<file path="src/rtl/addsub_arbiter_pkg.sv">
// Shared definitions for the two-requester add/subtract arbiter: FSM states,
// op encoding and signed range helpers.
package addsub_arbiter_pkg;

  typedef enum logic [1:0] {
    ST_IDLE = 2'd0,
    ST_EXEC = 2'd1,
    ST_RESP = 2'd2
  } state_t;

  localparam logic OP_ADD = 1'b0;
  localparam logic OP_SUB = 1'b1;

  localparam int DEF_WIDTH = 8;

  // Two's-complement range limits for a w-bit value, right-aligned in 64 bits.
  function automatic logic [63:0] signed_min(input int w);
    return 64'(1) << (w - 1);
  endfunction

  function automatic logic [63:0] signed_max(input int w);
    return (64'(1) << (w - 1)) - 64'(1);
  endfunction

endpackage

</file>
<file path="src/rtl/addsub_arbiter_rr_arbiter2.sv">
// Two-input round-robin grant. last_id records the requester served most
// recently; on contention the other requester wins.
module rr_arbiter2
  import addsub_arbiter_pkg::*;
(
  input  logic       clk,
  input  logic       rst_n,
  input  logic [1:0] req,
  input  logic       upd,
  input  logic       upd_id,
  output logic [1:0] gnt,
  output logic       gnt_id
);

  logic last_id;

  // NOTE: sequential state uses non-blocking (<=) so every flop samples
  // pre-edge values; blocking here would create order-dependent races.
  always_ff @(posedge clk) begin
    if (!rst_n) begin
      last_id <= 1'b1;
    end else if (upd) begin
      last_id <= upd_id;
    end
  end

  // req1 wins when it is alone, or when both request and req0 was served last.
  always_comb begin
    gnt_id = req[1] & (~req[0] | ~last_id);
    gnt    = {req[1] & gnt_id, req[0] & ~gnt_id};
  end

endmodule

</file>
<file path="src/rtl/addsub_arbiter.sv">
// Round-robin sequencer for a shared combinational add/subtract unit.
// Optional output saturation on signed overflow: define ADDSUB_ARB_SAT_EN.
module addsub_arbiter
  import addsub_arbiter_pkg::*;
#(
  parameter int WIDTH = DEF_WIDTH
) (
  input  logic             clk,
  input  logic             rst_n,
  input  logic             req0_valid,
  output logic             req0_ready,
  input  logic             req0_op,
  input  logic [WIDTH-1:0] req0_a,
  input  logic [WIDTH-1:0] req0_b,
  input  logic             req1_valid,
  output logic             req1_ready,
  input  logic             req1_op,
  input  logic [WIDTH-1:0] req1_a,
  input  logic [WIDTH-1:0] req1_b,
  output logic             rsp_valid,
  input  logic             rsp_ready,
  output logic             rsp_id,
  output logic [WIDTH-1:0] rsp_result,
  output logic             rsp_zero,
  output logic             rsp_overflow,
  output logic [WIDTH-1:0] au_a,
  output logic [WIDTH-1:0] au_b,
  input  logic [WIDTH-1:0] au_c,
  input  logic             au_zero,
  input  logic             au_overflow
);

  localparam logic [WIDTH-1:0] SMIN = WIDTH'(signed_min(WIDTH));
  localparam logic [WIDTH-1:0] SMAX = WIDTH'(signed_max(WIDTH));

  state_t           state;
  logic             op_q;
  logic             id_q;
  logic [WIDTH-1:0] b_q;

  logic [1:0]       gnt;
  logic             gnt_id;
  logic             arb_en;
  logic             accept;

  logic             w_op;
  logic [WIDTH-1:0] w_a;
  logic [WIDTH-1:0] w_b;
  logic [WIDTH-1:0] w_b_eff;

  logic             sub_min;
  logic             ovf;
  logic [WIDTH-1:0] res;
  logic             zero;

  rr_arbiter2 u_arb (
    .clk    (clk),
    .rst_n  (rst_n),
    .req    ({req1_valid, req0_valid}),
    .upd    (state == ST_EXEC),
    .upd_id (id_q),
    .gnt    (gnt),
    .gnt_id (gnt_id)
  );

  // Ready is only offered in IDLE and never while reset is asserted.
  assign arb_en     = rst_n && (state == ST_IDLE);
  assign req0_ready = arb_en & gnt[0];
  assign req1_ready = arb_en & gnt[1];
  assign accept     = req0_ready | req1_ready;

  assign w_op    = gnt_id ? req1_op : req0_op;
  assign w_a     = gnt_id ? req1_a  : req0_a;
  assign w_b     = gnt_id ? req1_b  : req0_b;
  assign w_b_eff = (w_op == OP_SUB) ? (~w_b + WIDTH'(1)) : w_b;

  // Negating the most-negative b wraps to itself, so the adder's overflow flag
  // is meaningless there: a - SMIN overflows exactly when a is non-negative.
  // NOTE: every always_comb output gets a default first so no path can
  // leave it unassigned and infer a latch.
  always_comb begin
    sub_min = (op_q == OP_SUB) && (b_q == SMIN);
    ovf     = sub_min ? ~au_a[WIDTH-1] : au_overflow;
    res     = au_c;
    zero    = au_zero;
`ifdef ADDSUB_ARB_SAT_EN
    // On overflow the true result carries the sign of a.
    if (ovf) begin
      res  = au_a[WIDTH-1] ? SMIN : SMAX;
      zero = (res == '0);
    end
`endif
  end

  always_ff @(posedge clk) begin
    if (!rst_n) begin
      state        <= ST_IDLE;
      op_q         <= OP_ADD;
      id_q         <= 1'b0;
      b_q          <= '0;
      au_a         <= '0;
      au_b         <= '0;
      rsp_valid    <= 1'b0;
      rsp_id       <= 1'b0;
      rsp_result   <= '0;
      rsp_zero     <= 1'b0;
      rsp_overflow <= 1'b0;
    end else begin
      case (state)
        ST_IDLE: begin
          if (accept) begin
            op_q  <= w_op;
            id_q  <= gnt_id;
            b_q   <= w_b;
            au_a  <= w_a;
            au_b  <= w_b_eff;
            state <= ST_EXEC;
          end
        end
        ST_EXEC: begin
          rsp_result   <= res;
          rsp_zero     <= zero;
          rsp_overflow <= ovf;
          rsp_id       <= id_q;
          rsp_valid    <= 1'b1;
          state        <= ST_RESP;
        end
        ST_RESP: begin
          if (rsp_ready) begin
            rsp_valid <= 1'b0;
            state     <= ST_IDLE;
          end
        end
        default: state <= ST_IDLE;
      endcase
    end
  end

endmodule

</file>
<file path="config.mk">
export PLATFORM = sky130hd
export DESIGN_NAME = addsub_arbiter
export DESIGN_NICKNAME = d
export VERILOG_FILES = /design/src/rtl/addsub_arbiter_pkg.sv /design/src/rtl/addsub_arbiter_rr_arbiter2.sv /design/src/rtl/addsub_arbiter.sv
export SDC_FILE = /design/constraint.sdc
export NUM_CORES = 1
export LEC_CHECK = 0
export BUFFER_PORTS_ARGS = -buffer_cell sky130_fd_sc_hd__buf_2
export CAP_MARGIN = 15
export CORE_ASPECT_RATIO = 1.1
export CORE_MARGIN = 2
export CORE_UTILIZATION = 43
export CTS_BUF_LIST = sky130_fd_sc_hd__clkbuf_16
export DETAILED_ROUTE_END_ITERATION = 16
export PLACE_DENSITY = 0.82
export SLEW_MARGIN = 5
export SYNTH_ARGS = -nofsm -noshare
export SYNTH_HDL_FRONTEND = slang
export SYNTH_SLANG_ARGS = --single-unit
</file>
<file path="constraint.sdc">
create_clock -name clk -period 1.5 [get_ports clk]
set_input_delay 0.075 -clock clk [delete_from_list [all_inputs] [get_ports clk]]
set_output_delay 0.075 -clock clk [all_outputs]
set_load 0.005 [all_outputs]
</file>
==> run_results.csv <==
group,metric,value,unit
timing,skew,0.00256,ns
grt,grt_pass1_vias,1645,
grt,grt_pass1_wl,7110,um
grt,grt_usage,18.3,%
grt,grt_max_degree,40,
worst_setup_path,worstPathRequired,1.71,ns
pwr,p_leak,0.00141,uW
placed_design,gp_congestion,0.856,
pwr,p_total,3000,uW
worst_setup_path,worst_path_max_delay_cell,"dfxtp_1",
pwr,netSwitchingFraction,25.1,%
timing,setup_viol,0,
floorplan,floorplan.rows,25,
timing,fin_crit_sh,97.4,%
yosys,ys_seq_area_share,41.5,%
route,ant_nets,0,
cells_and_area,finalInstanceArea,2710,um^2
route,via_per_inst,5.08,
timing,fmax,685,MHz
clocking,cts_buffers,5,
route,first_pass_iters,4,
route,drc,0,
pwr,power_density,1110,nW/um^2
route,wl,4550,um
worst_setup_path,cp.arrival,1.67,ns
clocking,cts_root_buf,"clkbuf_16",
floorplan,initial_core_util,44.8,%
route,wl_met3,283,um
grt,overflow,0,
yosys,synth_area,1930,um^2
route,via_count,1822,
cells_and_area,final_layout_size_suffix_gt1_share,37.4,%
run,maxCapViolCount,0,
worst_setup_path,worstSetupPathType,"flip-flop to flip-flop",
clocking,cts_sinks,40,
clocking,cts_tree,"built",
worst_setup_path,cpLargestDelayFamily,"flip-flops",
timing,tightestPinTransition,0.373,ns
route,met2_length,2230,um
timing,rsz0062_at_grt,"yes",
worst_setup_path,reg2reg_from,"u_arb.last_id",
outcome,outcome,"completed",
floorplan,io_pins,79,
yosys,netlist_instances,215,
timing,relSlewSlack,75.1,%
worst_setup_path,critPathCaptureType,"flip-flop",
route,m1WireLength,1940,um
hold_path,hp-start,"au_c[2]",
floorplan,die_w,67.9,um
yosys,yosysWarnings,0,
cells_and_area,n_antenna_cell,0,
placed_design,port_buffers,78,
pwr,pwr-share-seq,40.6,%
yosys,synth_seq_cells,40,
clocking,clk_pin_slew,0.06,ns
clocking,cts_buffer_depth,2,
route,drt-wirelength-per-cell,12.7,um
route,dr.first_iter.drc_count,89,
yosys,ys_types,33,
cells_and_area,area_growth,40.1,%
cells_and_area,fin_nets,353,
timing,fin_crit,1.46,ns
worst_setup_path,crit_fanout,8,
yosys,syn_avg_cell_area,8.99,um^2
worst_setup_path,rrSetupSlack,0.04,ns
floorplan,placeableCoreArea,4320,um^2
pwr,internal_power,2250,uW
clocking,clk_latency,0.28,ns
worst_setup_path,cp-start-kind,"flip-flop",
hold_path,hp-class,"input port to flip-flop",
pwr,pwr-share-clk,39.9,%
clocking,cts_max_level,2,
placed_design,place_area,2490,um^2
floorplan,die-area,5050,um^2
yosys,synth_nets,264,
grt,grt_antenna_before_repair,0,
route,top_layer,"met4",
worst_setup_path,path_buf_inv,1,
worst_setup_path,cpPeakStageDelay,0.38,ns
timing,hold_viol,0,
worst_setup_path,critical_path.startpoint,"u_arb.last_id",
placed_design,hpwl,3250,um
worst_setup_path,path_cells,"a21boi_4 > buf_4 > nor4b_2 > a311oi_2 > xor2_1 > o21ai_0",
pwr,switching_power,752,uW
pwr,ir_worst_vdd,894,uV
timing,final_max_slew_viol_count,0,
pwr,pwr-share-comb,19.6,%
floorplan,fp.dieH,74.3,um
[path summary, 6_finish.rpt]
check / to / cells past startpoint
worst max-delay path: au_b[7] / 6
worst min-delay path: rsp_result[2] / 3
worst max register to register: au_b[7] / 6
worst min register to register: au_b[5] / 2
[power groups by stage]
stage / Sequential, uW / Combinational [uW] / Clock, uW
after detailed placement: 1240 / 571 / 0
after global routing: 1230 / 655 / 1250
after floorplan: 1240 / 301 / 0
final: 1220 / 587 / 1200
after CTS: 1220 / 577 / 1220
after global placement: 1240 / 556 / 0
[final cells by class]
type                       count  area (um^2)
tap                           54         67.6
clock inverter                 3         42.5
fill                         358         1610
multi-input combinational    157         1110
clock buffer                   5          125
sequential                    40          801
inverter                       3         11.3
timing repair buffer          97          549
[registers in the layout (all words and copies together), names as in the netlist]
signal and flops:
au_a 8, au_b 8, b_q 7, id_q 1
op_q 1, rsp_id 1, rsp_overflow 1, rsp_result 8
rsp_valid 1, rsp_zero 1, state 2, u_arb.last_id 1
[repair_timing]
action,in CTS,in global routing
setup endpoints to repair,1,10
hold buffers,0,0
cloned,0,0
pin swaps,0,2
buffers inserted,0,0
resized for setup,3,7
hold endpoints to repair,0,0
[tightest hold or removal path: cells and delay by family]
family                 cells  cell delay [ns]
AOI/OAI and AO/OA          1             0.06
buffers and inverters      1             0.09
and+or+nand+nor            1             0.04
[cell usage after synthesis]
cell type | count | area, um^2
or4_1 | 1 | 7.51
nand3_1 | 5 | 25.0
nor3_1 | 2 | 10.0
nand2b_1 | 1 | 6.26
o211a_1 | 19 | 190
a311oi_1 | 1 | 8.76
buf_1 | 2 | 7.51
mux2i_1 | 19 | 190
a22oi_1 | 2 | 15.0
o31ai_1 | 2 | 15.0
xor2_1 | 4 | 35.0
or4_4 | 1 | 11.3
xnor2_1 | 8 | 70.1
o31ai_4 | 1 | 21.3
a211o_1 | 1 | 8.76
a21oi_1 | 2 | 10.0
o21ai_0 | 11 | 55.1
clkbuf_1 | 8 | 30.0
dfxtp_1 | 40 | 801
buf_2 | 4 | 20.0
buf_4 | 1 | 7.51
nand4b_1 | 1 | 8.76
o211ai_1 | 1 | 7.51
and3_1 | 1 | 6.26
nor2_1 | 6 | 22.5
nor3b_1 | 1 | 7.51
a221o_1 | 1 | 10.0
and2_1 | 1 | 6.26
nand2_1 | 48 | 180
inv_1 | 3 | 11.3
nor4b_1 | 2 | 17.5
a21boi_0 | 12 | 90.1
nor2b_1 | 3 | 18.8
[per-stage QoR]
step | instances | setup TNS, ns | hold WS, ns | worst slack, ns | util, %
after floorplan | 215 | 0 | 0.220 | 0.0144 | -
after global placement | 351 | -0.0937 | 0.326 | -0.0895 | 57.7
after detailed placement | 351 | -0.169 | 0.333 | -0.125 | 57.7
after CTS | 359 | 0 | 0.0359 | 0.000708 | 61.8
after global routing | 359 | -0.0452 | 0.0493 | -0.0237 | 62.7
final | 359 | 0 | 0.0385 | 0.0391 | 62.7
[cell usage in the layout (no fill, tap or decap), drive strengths merged, types with 3 or more instances in the layout]
| cell | netlist | layout |
|---|---|---|
| o31ai | 3 | 3 |
| nor2b | 3 | 3 |
| xor2 | 4 | 4 |
| dfxtp | 40 | 40 |
| nor2 | 6 | 6 |
| xnor2 | 8 | 8 |
| inv | 3 | 3 |
| nand2 | 48 | 48 |
| buf | 7 | 97 |
| a21boi | 12 | 12 |
| mux2i | 19 | 19 |
| nand3 | 5 | 5 |
| o211a | 19 | 19 |
| clkbuf | 8 | 5 |
| o21ai | 11 | 11 |
[logic make-up (layout without fill, tap and decap cells)]
logic type,count (synthesis),count (layout),share of synthesized area [%]
AND/OR/NAND/NOR,73,73,17.0
AO/OA/AOI/OAI,53,53,22.3
XOR/XNOR,12,12,5.44
flip-flops,40,40,41.5
buffers and inverters,18,108,3.95
multiplexers,19,19,9.84
[layer usage]
layer	track usage (%)	vias to the layer above
li1	-	928
met1	21.8	824
met2	30.7	61
met3	4.39	9
met4	8.89	0
met5	0	-
Power figures use the tool's default switching activity.
